**src/rtl/heartbeat_monitor.sv**
```systemverilog
// heartbeat_monitor: per-neighbour liveness tracking.
// Issues one heartbeat request per neighbour each period.
module heartbeat_monitor #(
  parameter int NUM_NEIGHBORS = 4,
  parameter int ID_WIDTH      = $clog2(NUM_NEIGHBORS),
  parameter int PERIOD_CYCLES = 256,
  parameter int MISS_LIMIT    = 3
) (
  input  logic                     clk,
  input  logic                     rst,
  input  logic                     enable,
  output logic                     req_valid,
  input  logic                     req_ready,
  output logic [ID_WIDTH-1:0]      req_neighbor,
  input  logic                     rsp_valid,
  input  logic [ID_WIDTH-1:0]      rsp_neighbor,
  output logic [NUM_NEIGHBORS-1:0] alive,
  output logic [NUM_NEIGHBORS-1:0] link_up,
  output logic [NUM_NEIGHBORS-1:0] link_down,
  output logic                     overrun
);

  localparam int TW = (PERIOD_CYCLES > 1) ? $clog2(PERIOD_CYCLES) : 1;
  localparam logic [TW-1:0] TLAST = TW'(PERIOD_CYCLES - 1);
  localparam logic [ID_WIDTH-1:0] ILAST = ID_WIDTH'(NUM_NEIGHBORS - 1);
  localparam logic [3:0] MLIM = 4'(MISS_LIMIT);

  typedef enum logic {
    S_IDLE,
    S_ISSUE
  } state_t;

  state_t                  r_state;
  state_t                  w_state_nxt;
  logic [TW-1:0]           r_timer;
  logic [ID_WIDTH-1:0]     r_idx;
  logic [ID_WIDTH-1:0]     w_idx_nxt;
  logic                    r_req_valid;
  logic                    w_req_valid_nxt;
  logic                    r_overrun;
  logic                    w_overrun_nxt;
  logic                    w_expiry;

  logic [NUM_NEIGHBORS-1:0] r_seen;
  logic [NUM_NEIGHBORS-1:0] r_alive;
  logic [NUM_NEIGHBORS-1:0] r_link_up;
  logic [NUM_NEIGHBORS-1:0] r_link_down;
  logic [NUM_NEIGHBORS-1:0] w_hit;
  logic [NUM_NEIGHBORS-1:0] w_seen_nxt;
  logic [NUM_NEIGHBORS-1:0] w_alive_nxt;
  logic [NUM_NEIGHBORS-1:0] w_up_nxt;
  logic [NUM_NEIGHBORS-1:0] w_down_nxt;
  logic [3:0]               r_miss     [NUM_NEIGHBORS];
  logic [3:0]               w_miss_nxt [NUM_NEIGHBORS];

  assign w_expiry     = enable && (r_timer == TLAST);
  assign req_valid    = r_req_valid;
  assign req_neighbor = r_idx;
  assign overrun      = r_overrun;
  assign alive        = r_alive;
  assign link_up      = r_link_up;
  assign link_down    = r_link_down;

  // Period timer: free-runs while enabled, parked at zero otherwise.
  always_ff @(posedge clk or posedge rst) begin
    if (rst) begin
      r_timer <= '0;
    end else if (!enable || w_expiry) begin
      r_timer <= '0;
    end else begin
      r_timer <= r_timer + 1'b1;
    end
  end

  // Round sequencer: a request is never retracted until accepted.
  always_comb begin
    w_state_nxt = r_state;
    w_idx_nxt   = r_idx;
    unique case (r_state)
      S_IDLE: begin
        if (w_expiry) begin
          w_state_nxt = S_ISSUE;
          w_idx_nxt   = '0;
        end
      end
      S_ISSUE: begin
        if (req_ready) begin
          if (r_idx == ILAST || !enable) begin
            w_state_nxt = S_IDLE;
            w_idx_nxt   = '0;
          end else begin
            w_idx_nxt = r_idx + 1'b1;
          end
        end
      end
    endcase
    w_req_valid_nxt = (w_state_nxt == S_ISSUE);
    w_overrun_nxt   = w_expiry && (r_state == S_ISSUE);
  end

  // Sequencer registers, including the registered request outputs.
  always_ff @(posedge clk or posedge rst) begin
    if (rst) begin
      r_state     <= S_IDLE;
      r_idx       <= '0;
      r_req_valid <= 1'b0;
      r_overrun   <= 1'b0;
    end else begin
      r_state     <= w_state_nxt;
      r_idx       <= w_idx_nxt;
      r_req_valid <= w_req_valid_nxt;
      r_overrun   <= w_overrun_nxt;
    end
  end

  // Per-neighbour liveness: a same-cycle response counts for the closing period.
  always_comb begin
    for (int n = 0; n < NUM_NEIGHBORS; n++) begin
      w_hit[n]       = rsp_valid && (rsp_neighbor == ID_WIDTH'(n));
      w_seen_nxt[n]  = r_seen[n];
      w_alive_nxt[n] = r_alive[n];
      w_up_nxt[n]    = 1'b0;
      w_down_nxt[n]  = 1'b0;
      w_miss_nxt[n]  = r_miss[n];
      if (w_hit[n] && !r_alive[n]) begin
        w_alive_nxt[n] = 1'b1;
        w_up_nxt[n]    = 1'b1;
        w_miss_nxt[n]  = '0;
      end
      if (w_expiry) begin
        w_seen_nxt[n] = 1'b0;
        if (r_seen[n] || w_hit[n]) begin
          w_miss_nxt[n] = '0;
        end else begin
          w_miss_nxt[n] = (r_miss[n] == MLIM) ? MLIM : r_miss[n] + 4'd1;
          if (w_miss_nxt[n] == MLIM && r_alive[n]) begin
            w_alive_nxt[n] = 1'b0;
            w_down_nxt[n]  = 1'b1;
          end
        end
      end else if (w_hit[n]) begin
        w_seen_nxt[n] = 1'b1;
      end
    end
  end

  // Liveness registers and event pulses.
  always_ff @(posedge clk or posedge rst) begin
    if (rst) begin
      r_seen      <= '0;
      r_alive     <= '0;
      r_link_up   <= '0;
      r_link_down <= '0;
      for (int n = 0; n < NUM_NEIGHBORS; n++) begin
        r_miss[n] <= '0;
      end
    end else begin
      r_seen      <= w_seen_nxt;
      r_alive     <= w_alive_nxt;
      r_link_up   <= w_up_nxt;
      r_link_down <= w_down_nxt;
      for (int n = 0; n < NUM_NEIGHBORS; n++) begin
        r_miss[n] <= w_miss_nxt[n];
      end
    end
  end

endmodule

```
**config.mk**
```make
export PLATFORM = sky130hd
export DESIGN_NAME = heartbeat_monitor
export DESIGN_NICKNAME = d
export VERILOG_FILES = /design/src/rtl/heartbeat_monitor.sv
export SDC_FILE = /design/constraint.sdc
export NUM_CORES = 1
export LEC_CHECK = 0
export BUFFER_PORTS_ARGS = -buffer_cell sky130_fd_sc_hd__buf_2
export CORE_ASPECT_RATIO = 1.5
export CORE_MARGIN = 5
export CORE_UTILIZATION = 52
export DETAILED_ROUTE_END_ITERATION = 10
export PLACE_DENSITY = 0.82
export SETUP_SLACK_MARGIN = 0.2
export SLEW_MARGIN = 20
export SYNTH_ARGS = -nofsm -noshare
export SYNTH_HDL_FRONTEND = slang
export SYNTH_SLANG_ARGS = --single-unit
```
**constraint.sdc**
```tcl
create_clock -name clk -period 1.7 [get_ports clk]
set_input_delay 0.085 -clock clk [delete_from_list [all_inputs] [get_ports clk]]
set_output_delay 0.085 -clock clk [all_outputs]
set_load 0.1 [all_outputs]
```
==> impl_metrics.toml, run 1 <==
[global_routing]
grt_pass1_vias = 1873
grt_first_pass_wirelength_um = 8404
antenna_found_initial = 0
gr-total-overflow = 0
grtUsageTotal_pct = 21.07
grt_start_max_net_pins = 45

[floorplanning]
die_area_um2 = 5434
die_w_um = 61.88
die_y_um = 87.82
rows = 28
start_util_pct = 53.51
io_pins = 23
coreArea_um2 = 3924

[sta]
layout_setup_ws_ns = -0.02809
layout_min_cycle_time_ns = 1.728
drv_slew = 0
timing.fmax_ghz = 0.5787
slew_headroom_pct = 63.61
timing.final.crit_share_pct = 101.7
worst_pin_slew_ns = 0.5458
fin_worst_skew_ns = 0.01511
setup-violations-final = 4
rsz0062_at_grt = "true"
hold_ws_ns = 0.08004
hold_viol_final = 0

[synth]
yosysMostFrequentCell = "dfrtp_1"
synth-edff-count = 0
ys.flop_type = "dfrtp_1"
synthArstFlopShare_pct = 100.0
yosysWarnings = 0
syn_inst = 196
yosysUniqueCellTypes = 39
synth_top_area_share_pct = 52.44
ys_ff_latch = 44
synth_fp_nets = 209
avgSynthCellArea_um2 = 10.71
syn-cell-area_um2 = 2100
yosysTopAreaCell = "dfrtp_1"
synth_top_cells_by_count = "44 x dfrtp_1, 32 x nor2_1, 12 x nand2_1, 12 x nand3_1, 9 x o21ai_0"
ys_seq_area_share_pct = 52.44
ys_top_cells_by_area = "dfrtp_1 52%, nor2_1 5.7%, ha_1 3.6%, nand3_1 2.9%, and4b_1 2.4%"

[final_layout]
final_area_um2 = 2831
syn_to_final_growth_pct = 34.86
final_core_util_pct = 72.16
multiInputGateArea_um2 = 1137
ff_latch_area_um2 = 1110
nFillCells = 275
layout-drive-gt1-share_pct = 37.50
fin_nets = 268
antenna_cells = 0

[clocking]
cts_root_buffer = "clkbuf_8"
cts_tree = "done"
cts_buffer_depth = 2
htreeDepth = 2
clock-sinks = 44
clock_latency_ns = 0.31
cts_made_buffers = 5
cts.reportedPaths.clkPinSlew_ns = 0.09

[power_and_ir_drop]
p_int_mw = 1.712
switching_power_mw = 0.4632
p_comb_share_pct = 6.7
p_per_area_nw_per_um2 = 768.2
clock_power_share_pct = 44.3
leakagePower_nw = 1.336
seqPwrFrac_pct = 49.0
power.share.switching_pct = 21.29
ir_drop_mv = 1.113

[routing]
drtIter0Drc = 87
vias = 1758
firstDrtPassIters = 4
drc = 0
drtAntennaViolNets = 0
viasPerCell = 5.841
totalWireLength_um = 5123
wl_per_cell_um = 17.02

[setup_path]
arrival_ns = 1.98
path_max_fanout = 4
worstSetupPathType = "flop to flop"
cp-start-kind = "flop"
worstPathRequired_ns = 1.95
ff2ff_setup_slack_ns = -0.03
cp-end-kind = "flop"

[placed_design]
place_area_um2 = 2454
port_buffers = 22
dp_hpwl_um = 3260
gp_routability_congestion = 0.8380

[outcome]
status = "complete, but fails checks"
violations = "negative setup slack"

[hold_path]
hold_class = "primary input to flop"

[run]
maxCapViolCount = 0
[per-layer routing]
metal | wire length (um) | global-route usage (%) | up-vias
met5 | 0 | 0 | -
met4 | 226 | 13.51 | 0
met3 | 190 | 4.425 | 24
met2 | 2722 | 34.41 | 50
met1 | 1984 | 24.19 | 858
li1 | - | - | 826
[flip-flops by register name (all words and copies together) (netlist names)]
register      count
r_seen            4
req_neighbor      2
alive             4
overrun           1
link_down         4
r_timer           8
req_valid         1
r_miss           16
link_up           4
[path summary, 6_finish.rpt]
path                             from    endpoint  depth (start not counted)
hold reg to reg              alive[1]  link_up[1]                          1
max in group asynchronous         rst    alive[3]                          4
setup / recovery           r_timer[1]  r_miss[14]                          6
hold / removal                 enable  r_timer[4]                          2
setup reg to reg           r_timer[1]  r_miss[14]                          6
min in group asynchronous         rst  r_miss[13]                          4
[power groups by stage]
stage	clock network (mW)	logic, mW	registers (mW)
finish	0.964	0.145	1.07
global route	1.01	0.162	1.07
CTS	0.958	0.145	1.07
detailed placement	0	0.131	1.09
global placement	0	0.127	1.09
floorplan	0	0.0677	1.09
[cells by family (layout without fill, tap and decap cells)]
logic type      count (synthesis)  in the layout  synth area share [%]
fa+ha+maj                       6              6                 3.576
simple gates                   98             98                 26.76
compound gates                 34             34                 12.81
xor+xnor                        8              8                 3.337
flops                          44             44                 52.44
buf+inv                         6             66                 1.073
[layout by cell type, fill, tap and decap left out, types with 6 or more instances in the layout]
| master | Yosys | routed |
|---|---|---|
| nand2_1 | 12 | 11 |
| nor2_1 | 32 | 31 |
| nor2b_1 | 8 | 7 |
| o21ai_0 | 9 | 6 |
| dfrtp_2 | 0 | 7 |
| dfrtp_1 | 44 | 37 |
| buf_4 | 0 | 26 |
| buf_2 | 0 | 22 |
| nand3_1 | 12 | 10 |
[stage by stage]
stage	cells	setup slack [ns]	setup TNS [ns]	total power, mW
final	301	-0.02809	-0.06852	2.175
after global routing	301	-0.1136	-0.7312	2.239
after CTS	294	0.03867	0	2.169
after detailed placement	283	-0.02114	-0.02149	1.218
after global placement	283	0.007670	0	1.213
after floorplan	196	-0.07839	-0.09789	1.159
[critical path, stage by stage, from the launching register on]
cell,delay (ns)
dfrtp_1,0.40
ha_4,0.15
nand4_1,0.16
or4_4,0.58
buf_12,0.16
o22ai_4,0.11
o2bb2ai_2,0.11
[repair_timing]
item                                    4_1_cts  5_1_grt
resized for setup                            21       14
pin swaps                                    11        3
endpoints found under the hold margin        44        0
endpoints found under the setup margin       23       32
setup buffers                                 2        7
hold buffers                                  1        0
[layout make-up]
cell class	count	area share, %
timing repair buffer	54	13.43
sequential	44	39.20
clock buffer	6	2.563
clock inverter	2	2.121
inverter	4	0.5303
tap	45	1.989
multi-input combinational	146	40.17
Note: power is estimated with default switching activity, not from simulation.
==> run 2: changes to the inputs <==
--- a/config.mk
+++ b/config.mk
@@ -8,9 +8,9 @@
 export BUFFER_PORTS_ARGS = -buffer_cell sky130_fd_sc_hd__buf_2
 export CORE_ASPECT_RATIO = 1.5
 export CORE_MARGIN = 5
-export CORE_UTILIZATION = 52
+export CORE_UTILIZATION = 57
 export DETAILED_ROUTE_END_ITERATION = 10
-export PLACE_DENSITY = 0.82
+export PLACE_DENSITY = 0.85
 export SETUP_SLACK_MARGIN = 0.2
 export SLEW_MARGIN = 20
 export SYNTH_ARGS = -nofsm -noshare
==> constraint.sdc (replaced) <==
create_clock -name clk -period 1.8 [get_ports clk]
set_input_delay 0.09 -clock clk [delete_from_list [all_inputs] [get_ports clk]]
set_output_delay 0.09 -clock clk [all_outputs]
set_load 0.1 [all_outputs]
==> run 2 against run 1 <==
  * The run now ends clean
  * Sequential cell count unchanged
  * Die area is 7.6% lower
  * Fmax grew 0.97%
  * Via count decreased by 4.3%
  * Sequential share of layout area grew 3.9 points
  * Total power down 14%
  * Clock power is 23% lower
  * Hold slack improved by 0.0092 ns
==> impl_metrics.toml, run 2 (synthesis gave the netlist of run 1 again) <==
[sta]
setup-violations-final = 0
hold_ws_ns = 0.08921
slew_headroom_pct = 63.81
fin_worst_skew_ns = 0.01111
worst_pin_slew_ns = 0.5429
rsz0062_at_grt = "true"
layout_min_cycle_time_ns = 1.712
fin_setup_tns_ns = 0
timing.final.crit_share_pct = 95.09
timing.fmax_ghz = 0.5843
hold_viol_final = 0
drv_slew = 0
layout_setup_ws_ns = 0.08844

[power_and_ir_drop]
switching_power_mw = 0.4078
clock_power_share_pct = 39.9
p_comb_share_pct = 5.9
power.share.switching_pct = 21.90
p_per_area_nw_per_um2 = 724.9
seqPwrFrac_pct = 54.2
ir_drop_mv = 0.5892
leakagePower_nw = 1.188
p_int_mw = 1.454

[setup_path]
rr_worst_depth = 5
path_max_fanout = 5
crit_chain = "ha_4 > nand4_1 > or4_4 > a2111oi_4 > nor2_1"
arrival_ns = 1.88
crit_buf_inv = 0
worstPathRequired_ns = 1.97
cp-end-kind = "flop"
reg2reg_to = "alive[0]"
crit_path_top_delay_cell = "or4_4"
cp_slowest_stage_delay_ns = 0.57
r2r_start = "r_timer[1]"
worstSetupPathType = "flop to flop"
ff2ff_setup_slack_ns = 0.09
crit_family = "simple AND/OR/NAND/NOR gates"
cp-start-kind = "flop"

[final_layout]
antenna_cells = 0
fin_nets = 252
largestRegisters = "r_miss (16), r_timer (8)"
largest_register_ffs = 16
top_register = "r_miss"
syn_to_final_growth_pct = 22.35
final_cell_mix = "40 x dfrtp_1, 30 x nor2_1, 22 x buf_2, 15 x buf_4"
final_common_cell = "dfrtp_1"
final_core_util_pct = 71.06
layout-drive-gt1-share_pct = 27.50

[global_routing]
gr-total-overflow = 0
grtUsageTotal_pct = 19.11
grt_first_pass_wirelength_um = 7479
grt_start_max_net_pins = 45
grt_pass1_vias = 1715
antenna_found_initial = 0

[clocking]
clock-sinks = 44
cts_tree = "done"
clock_latency_ns = 0.30
cts.reportedPaths.clkPinSlew_ns = 0.08
cts_buffer_depth = 2
htreeDepth = 2
cts_root_buffer = "clkbuf_8"
cts_made_buffers = 5

[placed_design]
port_buffers = 22
gp_routability_congestion = 0.8211
place_ws_ns = 0.02719
dp_hpwl_um = 3040

[floorplanning]
die_area_um2 = 5022
die_w_um = 59.56
io_pins = 23
rows = 27
die_y_um = 84.33
start_util_pct = 58.08
coreArea_um2 = 3615

[hold_path]
worstHoldStart = "enable"
whs_path_depth = 2
hold_class = "primary input to flop"
worstHoldEndpoint = "r_timer[6]"

[routing]
vias = 1683
wl_per_cell_um = 15.47
drtAntennaViolNets = 0
drtIter0Drc = 64
totalWireLength_um = 4377
drc = 0
viasPerCell = 5.947
firstDrtPassIters = 4

[outcome]
status = "finished, final reports clean"

[run]
maxCapViolCount = 0
## run 2: changes by cell type in the layout (fill, tap and decap cells not counted), sizes merged
cell	change
buf	-16
clkbuf	-1
clkinvlp	+1
bufinv	-1
clkinv	+1
## run 2: worst max-delay path by stage
stage                     startpoint  depth (start not counted)       end
final                     r_timer[1]                          5  alive[0]
after detailed placement  r_miss[13]                          4  alive[0]
after global routing      r_timer[1]                          5  alive[0]
after global placement    r_miss[12]                          4  alive[0]
after CTS                 r_timer[1]                          5  alive[0]
after floorplan           r_timer[0]                          5  alive[0]
## run 2: cell type report
cell class | count | area (um^2)
fillers | 253 | 1046
well taps | 43 | 53.80
multi-input cells | 146 | 1050
clock buffers | 5 | 68.82
repair buffers | 38 | 232.7
inverters | 4 | 15.01
clock inverters | 3 | 42.54
flip-flops and latches | 44 | 1106
## run 2: power groups by stage
stage / clock (mW) / combinational (mW) / sequential [mW]
after floorplan: 0 / 0.0640 / 1.03
after global placement: 0 / 0.101 / 1.03
after detailed placement: 0 / 0.104 / 1.03
after CTS: 0.763 / 0.111 / 1.01
after global routing: 0.800 / 0.126 / 1.01
final: 0.743 / 0.110 / 1.01
## run 2: timing repair
item | in CTS | in global routing
endpoints found under the setup margin | 14 | 26
endpoints found under the hold margin | 44 | 0
pin swaps | 4 | 0
setup buffers | 3 | 0
hold buffers | 1 | 0
gates resized for setup | 3 | 8
## run 2: through the flow
| stage | area [um^2] | instances | power (mW) |
|---|---|---|---|
| after floorplan | 2127 | 196 | 1.095 |
| after global placement | 2372 | 271 | 1.128 |
| after detailed placement | 2372 | 271 | 1.133 |
| after CTS | 2527 | 283 | 1.883 |
| after global routing | 2569 | 283 | 1.936 |
| final | 2569 | 283 | 1.862 |
## run 2: routing by layer
layer | global-route usage (%) | up-vias | wire, um
met3 | 4.462 | 11 | 197
met5 | 0 | - | 0
li1 | - | 798 | -
met4 | 10.08 | 0 | 99
met1 | 22.85 | 833 | 1701
met2 | 31.04 | 41 | 2379
